File: config.mk
export PLATFORM = sky130hd
export DESIGN_NAME = sprite_mover_flat
export DESIGN_NICKNAME = d
export VERILOG_FILES = /design/src/rtl/sprite_mover_if.sv /design/src/rtl/sprite_mover.sv /design/src/flat_wrapper.sv
export SDC_FILE = /design/constraint.sdc
export NUM_CORES = 1
export LEC_CHECK = 0
export ABC_AREA = 1
export CAP_MARGIN = 5
export CORE_ASPECT_RATIO = 0.8
export CORE_MARGIN = 2
export CORE_UTILIZATION = 45
export DETAILED_ROUTE_END_ITERATION = 10
export HOLD_SLACK_MARGIN = 0.06
export PLACE_DENSITY_LB_ADDON = 0.3
export SETUP_SLACK_MARGIN = 0.15
export SKIP_CTS_REPAIR_TIMING = 1
export SYNTH_ARGS = -nofsm -noshare
export SYNTH_HDL_FRONTEND = slang
export SYNTH_SLANG_ARGS = --single-unit
File: constraint.sdc
create_clock -name clk -period 4.4 [get_ports clk]
set_clock_uncertainty 0.15 [all_clocks]
set_input_delay 0.88 -clock clk [delete_from_list [all_inputs] [get_ports clk]]
set_output_delay 0.88 -clock clk [all_outputs]
set_load 0.05 [all_outputs]
File: src/rtl/sprite_mover_if.sv
// Control/pixel bundle between the ready/move control FSM, sprite_mover and the VGA adapter.
// The control FSM is the master: it drives start/move and consumes stop/busy.
interface sprite_mover_if;
  logic       start;
  logic       move;
  logic [7:0] x_out;
  logic [6:0] y_out;
  logic [2:0] colour;
  logic       plot;
  logic       stop;
  logic       busy;

  modport master (
    output start, move,
    input  x_out, y_out, colour, plot, stop, busy
  );

  modport slave (
    input  start, move,
    output x_out, y_out, colour, plot, stop, busy
  );
endinterface

File: src/rtl/sprite_mover.sv
// Bouncing BOXxBOX square animator: each tick it erases the square, moves it one pixel
// diagonally (reflecting off the grid walls) and redraws it as a one-pixel-per-cycle stream.
module sprite_mover #(
  parameter int          X_MAX    = 160,
  parameter int          Y_MAX    = 120,
  parameter int          BOX      = 4,
  parameter int          TICK_DIV = 833333,
  parameter int          X_INIT   = 0,
  parameter int          Y_INIT   = 0,
  parameter logic [2:0]  COLOUR   = 3'b111
) (
  input  logic           clk,
  input  logic           resetn,
  sprite_mover_if.slave  bus
);

  localparam int LB = $clog2(BOX);
  localparam int CW = 2 * LB;
  localparam int TW = $clog2(TICK_DIV);

  localparam logic [7:0]    X_HI      = 8'(X_MAX - BOX);
  localparam logic [6:0]    Y_HI      = 7'(Y_MAX - BOX);
  localparam logic [CW-1:0] PIX_LAST  = {CW{1'b1}};
  localparam logic [TW-1:0] TICK_LAST = TW'(TICK_DIV - 1);

  typedef enum logic [1:0] {
    S_WAIT   = 2'd0,
    S_ERASE  = 2'd1,
    S_UPDATE = 2'd2,
    S_DRAW   = 2'd3
  } state_e;

  // Returns {new_dir, new_pos}: reflect at a wall, otherwise step by one.
  function automatic logic [8:0] bounce_x(input logic [7:0] p, input logic d);
    if (d && (p == X_HI)) begin
      bounce_x = {1'b0, p - 8'd1};
    end else if (!d && (p == 8'd0)) begin
      bounce_x = {1'b1, p + 8'd1};
    end else if (d) begin
      bounce_x = {1'b1, p + 8'd1};
    end else begin
      bounce_x = {1'b0, p - 8'd1};
    end
  endfunction

  function automatic logic [7:0] bounce_y(input logic [6:0] p, input logic d);
    if (d && (p == Y_HI)) begin
      bounce_y = {1'b0, p - 7'd1};
    end else if (!d && (p == 7'd0)) begin
      bounce_y = {1'b1, p + 7'd1};
    end else if (d) begin
      bounce_y = {1'b1, p + 7'd1};
    end else begin
      bounce_y = {1'b0, p - 7'd1};
    end
  endfunction

  state_e          state_q, state_d;
  logic [7:0]      px_q, px_d;
  logic [6:0]      py_q, py_d;
  logic            dx_q, dx_d;
  logic            dy_q, dy_d;
  logic [TW-1:0]   tick_q, tick_d;
  logic [CW-1:0]   cnt_q, cnt_d;
  logic [7:0]      x_out_q, x_out_d;
  logic [6:0]      y_out_q, y_out_d;
  logic [2:0]      colour_q, colour_d;
  logic            plot_q, plot_d;
  logic            stop_q, stop_d;
  logic            busy_q, busy_d;

  logic            emit_s;
  logic [CW-1:0]   emit_idx_s;
  logic [7:0]      base_x_s;
  logic [6:0]      base_y_s;
  logic [2:0]      emit_col_s;
  logic [8:0]      nxt_x_s;
  logic [7:0]      nxt_y_s;

  // Next-state and next-output logic; outputs are computed for the cycle being entered
  // so the registered pixel lines up with the state it belongs to.
  always_comb begin
    state_d    = state_q;
    px_d       = px_q;
    py_d       = py_q;
    dx_d       = dx_q;
    dy_d       = dy_q;
    tick_d     = tick_q;
    cnt_d      = cnt_q;
    x_out_d    = x_out_q;
    y_out_d    = y_out_q;
    colour_d   = colour_q;
    plot_d     = 1'b0;
    stop_d     = 1'b0;
    emit_s     = 1'b0;
    emit_idx_s = '0;
    base_x_s   = px_q;
    base_y_s   = py_q;
    emit_col_s = 3'b000;
    nxt_x_s    = bounce_x(px_q, dx_q);
    nxt_y_s    = bounce_y(py_q, dy_q);

    case (state_q)
      S_WAIT: begin
        if (bus.start) begin
          px_d   = 8'(X_INIT);
          py_d   = 7'(Y_INIT);
          dx_d   = 1'b1;
          dy_d   = 1'b1;
          tick_d = '0;
        end else if (bus.move) begin
          if (tick_q == TICK_LAST) begin
            tick_d     = '0;
            state_d    = S_ERASE;
            cnt_d      = '0;
            emit_s     = 1'b1;
            emit_idx_s = '0;
          end else begin
            tick_d = tick_q + TW'(1);
          end
        end else begin
          tick_d = tick_q;
        end
      end
      S_ERASE: begin
        if (cnt_q == PIX_LAST) begin
          state_d = S_UPDATE;
          cnt_d   = '0;
        end else begin
          cnt_d      = cnt_q + CW'(1);
          emit_s     = 1'b1;
          emit_idx_s = cnt_q + CW'(1);
        end
      end
      S_UPDATE: begin
        // The first draw pixel leaves in the same edge, so it uses the new position.
        dx_d       = nxt_x_s[8];
        px_d       = nxt_x_s[7:0];
        dy_d       = nxt_y_s[7];
        py_d       = nxt_y_s[6:0];
        state_d    = S_DRAW;
        cnt_d      = '0;
        emit_s     = 1'b1;
        emit_idx_s = '0;
        base_x_s   = nxt_x_s[7:0];
        base_y_s   = nxt_y_s[6:0];
        emit_col_s = COLOUR;
        stop_d     = dy_q && (nxt_y_s[6:0] == Y_HI);
      end
      S_DRAW: begin
        emit_col_s = COLOUR;
        if (cnt_q == PIX_LAST) begin
          state_d = S_WAIT;
          cnt_d   = '0;
        end else begin
          cnt_d      = cnt_q + CW'(1);
          emit_s     = 1'b1;
          emit_idx_s = cnt_q + CW'(1);
        end
      end
      default: begin
        state_d = S_WAIT;
        cnt_d   = '0;
      end
    endcase

    if (emit_s) begin
      plot_d   = 1'b1;
      x_out_d  = base_x_s + 8'(emit_idx_s[LB-1:0]);
      y_out_d  = base_y_s + 7'(emit_idx_s[CW-1:LB]);
      colour_d = emit_col_s;
    end else begin
      plot_d = 1'b0;
    end

    busy_d = (state_d != S_WAIT);
  end

  // State and output registers with synchronous active-low reset.
  always_ff @(posedge clk) begin
    if (!resetn) begin
      state_q  <= S_WAIT;
      px_q     <= 8'd0;
      py_q     <= 7'd0;
      dx_q     <= 1'b1;
      dy_q     <= 1'b1;
      tick_q   <= '0;
      cnt_q    <= '0;
      x_out_q  <= 8'd0;
      y_out_q  <= 7'd0;
      colour_q <= 3'b000;
      plot_q   <= 1'b0;
      stop_q   <= 1'b0;
      busy_q   <= 1'b0;
    end else begin
      state_q  <= state_d;
      px_q     <= px_d;
      py_q     <= py_d;
      dx_q     <= dx_d;
      dy_q     <= dy_d;
      tick_q   <= tick_d;
      cnt_q    <= cnt_d;
      x_out_q  <= x_out_d;
      y_out_q  <= y_out_d;
      colour_q <= colour_d;
      plot_q   <= plot_d;
      stop_q   <= stop_d;
      busy_q   <= busy_d;
    end
  end

  assign bus.x_out  = x_out_q;
  assign bus.y_out  = y_out_q;
  assign bus.colour = colour_q;
  assign bus.plot   = plot_q;
  assign bus.stop   = stop_q;
  assign bus.busy   = busy_q;

endmodule

File: src/flat_wrapper.sv
// flat-port wrapper written by rule: the top's interface ports become plain ports
module sprite_mover_flat 
#(
  parameter int          X_MAX    = 160,
  parameter int          Y_MAX    = 120,
  parameter int          BOX      = 4,
  parameter int          TICK_DIV = 833333,
  parameter int          X_INIT   = 0,
  parameter int          Y_INIT   = 0,
  parameter logic [2:0]  COLOUR   = 3'b111
)
  (clk, resetn, bus_start, bus_move, bus_x_out, bus_y_out, bus_colour, bus_plot, bus_stop, bus_busy);
  sprite_mover_if bus_i ();
  input  logic clk;
  input  logic resetn;
  input wire logic [$bits(bus_i.start)-1:0] bus_start;
  input wire logic [$bits(bus_i.move)-1:0] bus_move;
  output wire logic [$bits(bus_i.x_out)-1:0] bus_x_out;
  output wire logic [$bits(bus_i.y_out)-1:0] bus_y_out;
  output wire logic [$bits(bus_i.colour)-1:0] bus_colour;
  output wire logic [$bits(bus_i.plot)-1:0] bus_plot;
  output wire logic [$bits(bus_i.stop)-1:0] bus_stop;
  output wire logic [$bits(bus_i.busy)-1:0] bus_busy;
  assign bus_i.start = bus_start;
  assign bus_i.move = bus_move;
  assign bus_x_out = bus_i.x_out;
  assign bus_y_out = bus_i.y_out;
  assign bus_colour = bus_i.colour;
  assign bus_plot = bus_i.plot;
  assign bus_stop = bus_i.stop;
  assign bus_busy = bus_i.busy;
  sprite_mover #(.X_MAX(X_MAX), .Y_MAX(Y_MAX), .BOX(BOX), .TICK_DIV(TICK_DIV), .X_INIT(X_INIT), .Y_INIT(Y_INIT), .COLOUR(COLOUR)) u_core (.clk(clk), .resetn(resetn), .bus(bus_i));
endmodule
==> Yosys cells after proc, flatten, opt, wreduce, memory -nomap -nowiden <==
Index checks and enable logic that the tools add are counted.
{ "word_totals": {"register_bits": 64, "latchBits": 0, "ramBits": 0, "mem_bits_ro": 0, "wordCells": 90, "n_memories": 0} }
{ "op_classes": {"n_addsub": 8, "multipliers": 0, "div_mod_pow": 0, "n_lt_le_gt_ge": 0, "eq_ne": 12, "n_shift": 0, "muxes": 37, "bitwise_logic": 0, "n_reduce_logical": 20} }
{ "op_table": {"columns": ["cell", "count"], "rows": [
  ["$mux W20", 3],
  ["$mux W8", 5],
  ["$mux W9", 3],
  ["$add A20 B1 Y20 const B", 1],
  ["$eq A20 B20 Y1 const B", 1],
  ["$mux W4", 4],
  ["$pmux W8 S2", 1],
  ["$eq A7 B7 Y1 const B", 2],
  ["$mux W7", 2],
  ["$pmux W7 S2", 1],
  ["$pmux W4 S3", 1],
  ["$mux W2", 5],
  ["$add A8 B1 Y8 const B", 1],
  ["$add A8 B2 Y8", 1],
  ["$eq A8 B8 Y1 const B", 1],
  ["$logic_not A8 Y1", 1],
  ["$pmux W2 S4", 1],
  ["$pmux W4 S2", 1],
  ["$sub A8 B1 Y8 const B", 1],
  ["$add A7 B1 Y7 const B", 1],
  ["$add A7 B2 Y7", 1],
  ["$logic_not A7 Y1", 1],
  ["$sub A7 B1 Y7 const B", 1],
  ["$mux W1", 6],
  ["other kinds (16)", 31]
]} }

==> Depth between registers and ports, before layout <==
{ "logic_depth": {"ltp_word": 6, "depth_mapped": 19, "mapped_depth_nobuf": 19} }

==> Worst setup path before layout <==
OpenSTA, ideal clock, no wires.
{ "synth_path": {"kind": "reg2reg", "start": "register u_core.px_q[0]", "end": "register u_core.x_out_q[4], in the netlist u_core.bus.x_out[4]", "arrival_time_ns": 2.461, "required_time_ns": 4.141, "setup_slack_ns": 1.680, "path_stages_with_launch": 18, "path_buffers": 0, "synth_period_minus_slack_ns": 2.720, "cell_sequence": "dfxtp_1 inv_1 ha_1 nand2_1 nor2_1 nand3_2 nand2_1 o21ai_0 a31oi_1 a21oi_1 fa_1 inv_1 nand3_1 nor2_1 xor2_1 nand2_1 nand2_1 inv_1"} }
{ "synth_between": {"elab_chain_len": 6, "elab_cells_between_ends": 11, "cone_classes": "3 x add/sub; 1 x eq/ne; 4 x mux; 3 x reduce/logical"} }
{ "synth_lines": {"columns": ["element", "line_no", "source"], "rows": [
  ["start: declaration", "sprite_mover.sv:59", "logic [7:0] px_q, px_d;"],
  ["start signal: assignment", "sprite_mover.sv:197", "px_q <= px_d;"],
  ["$sub A8 B1 Y8 (tied with other cells)", "sprite_mover.sv:36, sprite_mover.sv:42", null],
  ["$mux W9 / $logic_and A1 B1 Y1 (equally long branches)", "sprite_mover.sv:39, sprite_mover.sv:37", null],
  ["$mux W9", "sprite_mover.sv:37", "end else if (!d && (p == 8'd0)) begin"],
  ["$mux W9", "sprite_mover.sv:35", "if (d && (p == X_HI)) begin"],
  ["$mux W8 *", "sprite_mover.sv:103", "case (state_q)"],
  ["$add A8 B2 Y8 *", "sprite_mover.sv:169", "x_out_d = base_x_s + 8'(emit_idx_s[LB-1:0]);"],
  ["end signal: assignment", "sprite_mover.sv:203", "x_out_q <= x_out_d;"],
  ["end: declaration", "sprite_mover.sv:65", "logic [7:0] x_out_q, x_out_d;"]
]} }
Every way passes the cells marked *; elsewhere a longest branch is shown, timed or not.
A chain may end at the register's enable or synchronous reset.

==> Worst setup path in the final report <==
Ends and elaborated chain as after synthesis.

==> out/qor.yml <==
final_net_count: 672
crit_path_cell_trace: "inv_1, ha_1, nand2_1, nor2_1, nand3_2, nand2_1, o21ai_0, a31oi_1, a21oi_1, fa_1, inv_1, nand3_1, nor2_1, xor2_1, nand2_1, nand2_1, inv_1"
clockPowerShare_pct: 52.0
crit_path_top_delay_cell: "sky130_fd_sc_hd__fa_1"
ys_seq_area_share_pct: 29.9
worstSkewPairLatency_ps: 330
power_report.internal_total_mw: 0.976
vdd.ir_drop.worst_mv: 0.201
hold_path_endpoint: "u_core.cnt_q[3]"
critPathMaxFanout: 8
fp-row-count: 31
worst_hold_slack_ps: 319
finalCriticalPeriod_ps: 3170
cts_tree: "done"
dieWidth_um: 111
wl_per_cell_um: 13.4
synth_top_flop_cell: "sky130_fd_sc_hd__dfxtp_1"
synthXorXnorAreaFrac_pct: 2.95
grt_usage_pct: 21.4
cellPowerDensity_mw_per_mm2: 272
cts.htree.levels: 3
combinational_family_with_the_most_area_after_synthesis: "simple AND/OR/NAND/NOR gates"
numClockSinks: 62
crit_path_max_incr_delay_ps: 420
number_of_max_slew_violations_in_the_final_report: 0
maxCapViolations: 0
ys_ff_latch: 62
wirelength_um: 10400
synth_cells: 634
max_slew_margin_pct: 33.7
post-synth-top-count-cell: "sky130_fd_sc_hd__nand2_1"
synth_cell_type_count: 44
critical-path-top-cell-by-count: "sky130_fd_sc_hd__nand2_1"
dr_total_vias: 4007
critical_path_source_type: "flip-flop"
hp-class: "flip-flop to flip-flop"
synthSimpleGateAreaFrac_pct: 40.8
avgViaCountPerCell: 5.20
grt-ovfl-total: 0
timing.hold.worst_path_depth: 2
cts_inserted_buffers: 9
synth_compound_area_share_pct: 9.87
wire_length_of_the_first_global_routing_pass_um: 17800
post-synth-top-area-cell: "sky130_fd_sc_hd__dfxtp_1"
clk_transition_reported_paths_ps: 60
min-delay-start: "u_core.cnt_q[3]"
cp_buf_inv_count: 3
rrSetupSlack_ps: 1230
place_worst_setup_slack_ps: 1280
tns_ps: 0
detail_route.iter0.violations: 295
worstReg2RegEnd: "u_core.bus.x_out[4]"
boundaryPins: 25
timing.critical_path.max_delay_family: "simple AND/OR/NAND/NOR gates"
synth_adder_area_share_pct: 5.48
grt_start_max_net_pins: 30
die_height_um: 90.0
floorplan.initialDensity_pct: 46.2
synthMuxAreaShare_pct: 0
setup.worst_path.class: "flip-flop to flip-flop"
layout.filler_cells: 906
drive_above_1_share_pct: 9.76
synth_top_area_share_pct: 29.9
rsz0062_at_grt: "no"
cellLeakagePower_nw: 2.12
total_power_mw: 1.28
outcome: "finished clean"
fmaxAchievable_mhz: 315
pwr-share-comb_pct: 3.7
gpl.final_weighted_congestion: 0.954
report.final.setup_viol: 0
worst_r2r_path_depth: 17
synth_top_cells_by_count: "sky130_fd_sc_hd__nand2_1, sky130_fd_sc_hd__inv_1, sky130_fd_sc_hd__nor2_1"
area.growth.synth_to_final_pct: 13.1
ys_async_sr_fraction_pct: 0
antenna_cells_inserted: 0
avg_cell_area_syn_um2: 6.56
worstMarginPinSlew_ps: 994
timing_hold_violations_final: 0
synth_enable_flop_cells: 0
reg2reg_from: "u_core.px_q[0]"
yosys_warnings: 0
syn_nets: 655
timing.critical_path.required_ps: 4480
port_buffer_count: 24
clk_root_buffer_cell: "sky130_fd_sc_hd__clkbuf_16"
sequentialPowerShare_pct: 44.3
antenna_found_initial: 0
net-switching-power_mw: 0.305
place_hpwl_um: 7560
layout_setup_ws_ps: 1230
clk_path_buf_depth: 2
synthTopCellsByArea: "sky130_fd_sc_hd__dfxtp_1, sky130_fd_sc_hd__nand2_1, sky130_fd_sc_hd__inv_1"
floorplan.die_area_mm2: 0.0100
power.switching_fraction_pct: 23.8
via_count_of_the_first_global_routing_pass: 3758
drc_errors: 0
critPathArrivalTime_ps: 3250
residual_antenna_violating_net_count_after_detailed_routing: 0
synth.cell_area_mm2: 0.00416
core-area_mm2: 0.00900
endpoint_kind: "flip-flop"
finalCritPeriodShare_pct: 72.1
first_drt_pass_iteration_count: 5
[worst register-to-register path, cell delays in order, from the launching register on]
cell and delay [ps]:
sky130_fd_sc_hd__dfxtp_1 340, sky130_fd_sc_hd__inv_1 210, sky130_fd_sc_hd__ha_1 220, sky130_fd_sc_hd__nand2_1 60
sky130_fd_sc_hd__nor2_1 210, sky130_fd_sc_hd__nand3_2 150, sky130_fd_sc_hd__nand2_1 150, sky130_fd_sc_hd__o21ai_0 90
sky130_fd_sc_hd__a31oi_1 220, sky130_fd_sc_hd__a21oi_1 110, sky130_fd_sc_hd__fa_1 420, sky130_fd_sc_hd__inv_1 100
sky130_fd_sc_hd__nand3_1 80, sky130_fd_sc_hd__nor2_1 230, sky130_fd_sc_hd__xor2_1 180, sky130_fd_sc_hd__nand2_1 60
sky130_fd_sc_hd__nand2_1 60, sky130_fd_sc_hd__inv_1 40
[stage by stage]
stage	util, %	cells	cell area, um2
6_report	52.3	771	4700
5_1_grt	52.3	771	4700
4_1_cts	52.3	771	4700
3_5_place_dp	49.2	755	4420
3_3_place_gp	49.2	755	4420
2_1_floorplan	-	634	4160
[power by group through the flow]
stage / clock [mW] / sequential [mW] / combinational [mW]
after floorplan: 0 / 0.578 / 0.0328
after global placement: 0 / 0.578 / 0.0463
after detailed placement: 0 / 0.579 / 0.0471
after CTS: 0.677 / 0.567 / 0.0472
after global routing: 0.700 / 0.567 / 0.0536
final: 0.666 / 0.567 / 0.0473
[cells by family (layout without fill, tap and decap cells)]
logic type | after synthesis | after routing
and+or+nand+nor | 363 | 363
buffers and inverters | 105 | 127
AOI/OAI and AO/OA | 73 | 73
DFF | 62 | 62
adders and majority gates | 17 | 17
xor gates and xnor gates | 14 | 14
[cell usage in the layout, fill, tap and decap left out, drive strengths merged]
cell | synthesis | layout
o211ai | 1 | 1
clkinv | 2 | 6
nand4 | 20 | 20
o21ai | 28 | 28
fa | 2 | 2
a31oi | 3 | 3
nand2 | 182 | 182
or3 | 1 | 1
inv | 82 | 82
ha | 15 | 15
buf | 14 | 3
and2 | 2 | 2
xor2 | 10 | 10
o2111ai | 1 | 1
nand3 | 53 | 53
clkdlybuf4s50 | 0 | 24
o21bai | 2 | 2
nor3 | 11 | 11
dfxtp | 62 | 62
xnor2 | 4 | 4
clkbuf | 7 | 11
o21a | 3 | 3
nor3b | 1 | 1
or2 | 2 | 2
nor2 | 87 | 87
and3 | 2 | 2
nor4 | 2 | 2
a21oi | 32 | 32
a211oi | 1 | 1
clkinvlp | 0 | 1
a21o | 2 | 2
[routing by layer]
metal	part of all wire [%]	track usage [%]	up-vias
li1	-	-	2050
met2	41	32.0	117
met5	0	0	-
met1	51	31.3	1828
met4	1.2	5.66	0
met3	6.3	4.38	12
[cell type report]
| type | instances | area, um2 | area share, % |
|---|---|---|---|
| clock buffers | 11 | 243 | 5.16 |
| flip-flops and latches | 62 | 1240 | 26.4 |
| clock inverters | 5 | 35.0 | 0.745 |
| repair buffers | 27 | 263 | 5.59 |
| multi-input cells | 467 | 2460 | 52.3 |
| well taps | 115 | 144 | 3.06 |
| inverters | 84 | 318 | 6.76 |
[registers in the layout (all words and copies together) (netlist names)]
signal             cells
u_core.bus.stop        1
u_core.bus.busy        1
u_core.bus.y_out       7
u_core.bus.colour      1
u_core.tick_q         20
u_core.bus.plot        1
u_core.dy_q            1
u_core.px_q            8
u_core.bus.x_out       8
u_core.py_q            7
u_core.cnt_q           4
u_core.state_q         2
u_core.dx_q            1
[worst max path at each step]
stage | start | to | depth (start not counted)
after floorplan | u_core.px_q[0] | u_core.bus.x_out[4] | 17
after global placement | resetn | u_core.bus.stop | 6
after detailed placement | u_core.px_q[0] | u_core.bus.x_out[4] | 17
after CTS | u_core.px_q[0] | u_core.bus.x_out[4] | 17
after global routing | u_core.px_q[0] | u_core.bus.x_out[4] | 17
final | u_core.px_q[0] | u_core.bus.x_out[4] | 17
(Power assumes the default switching activity.)
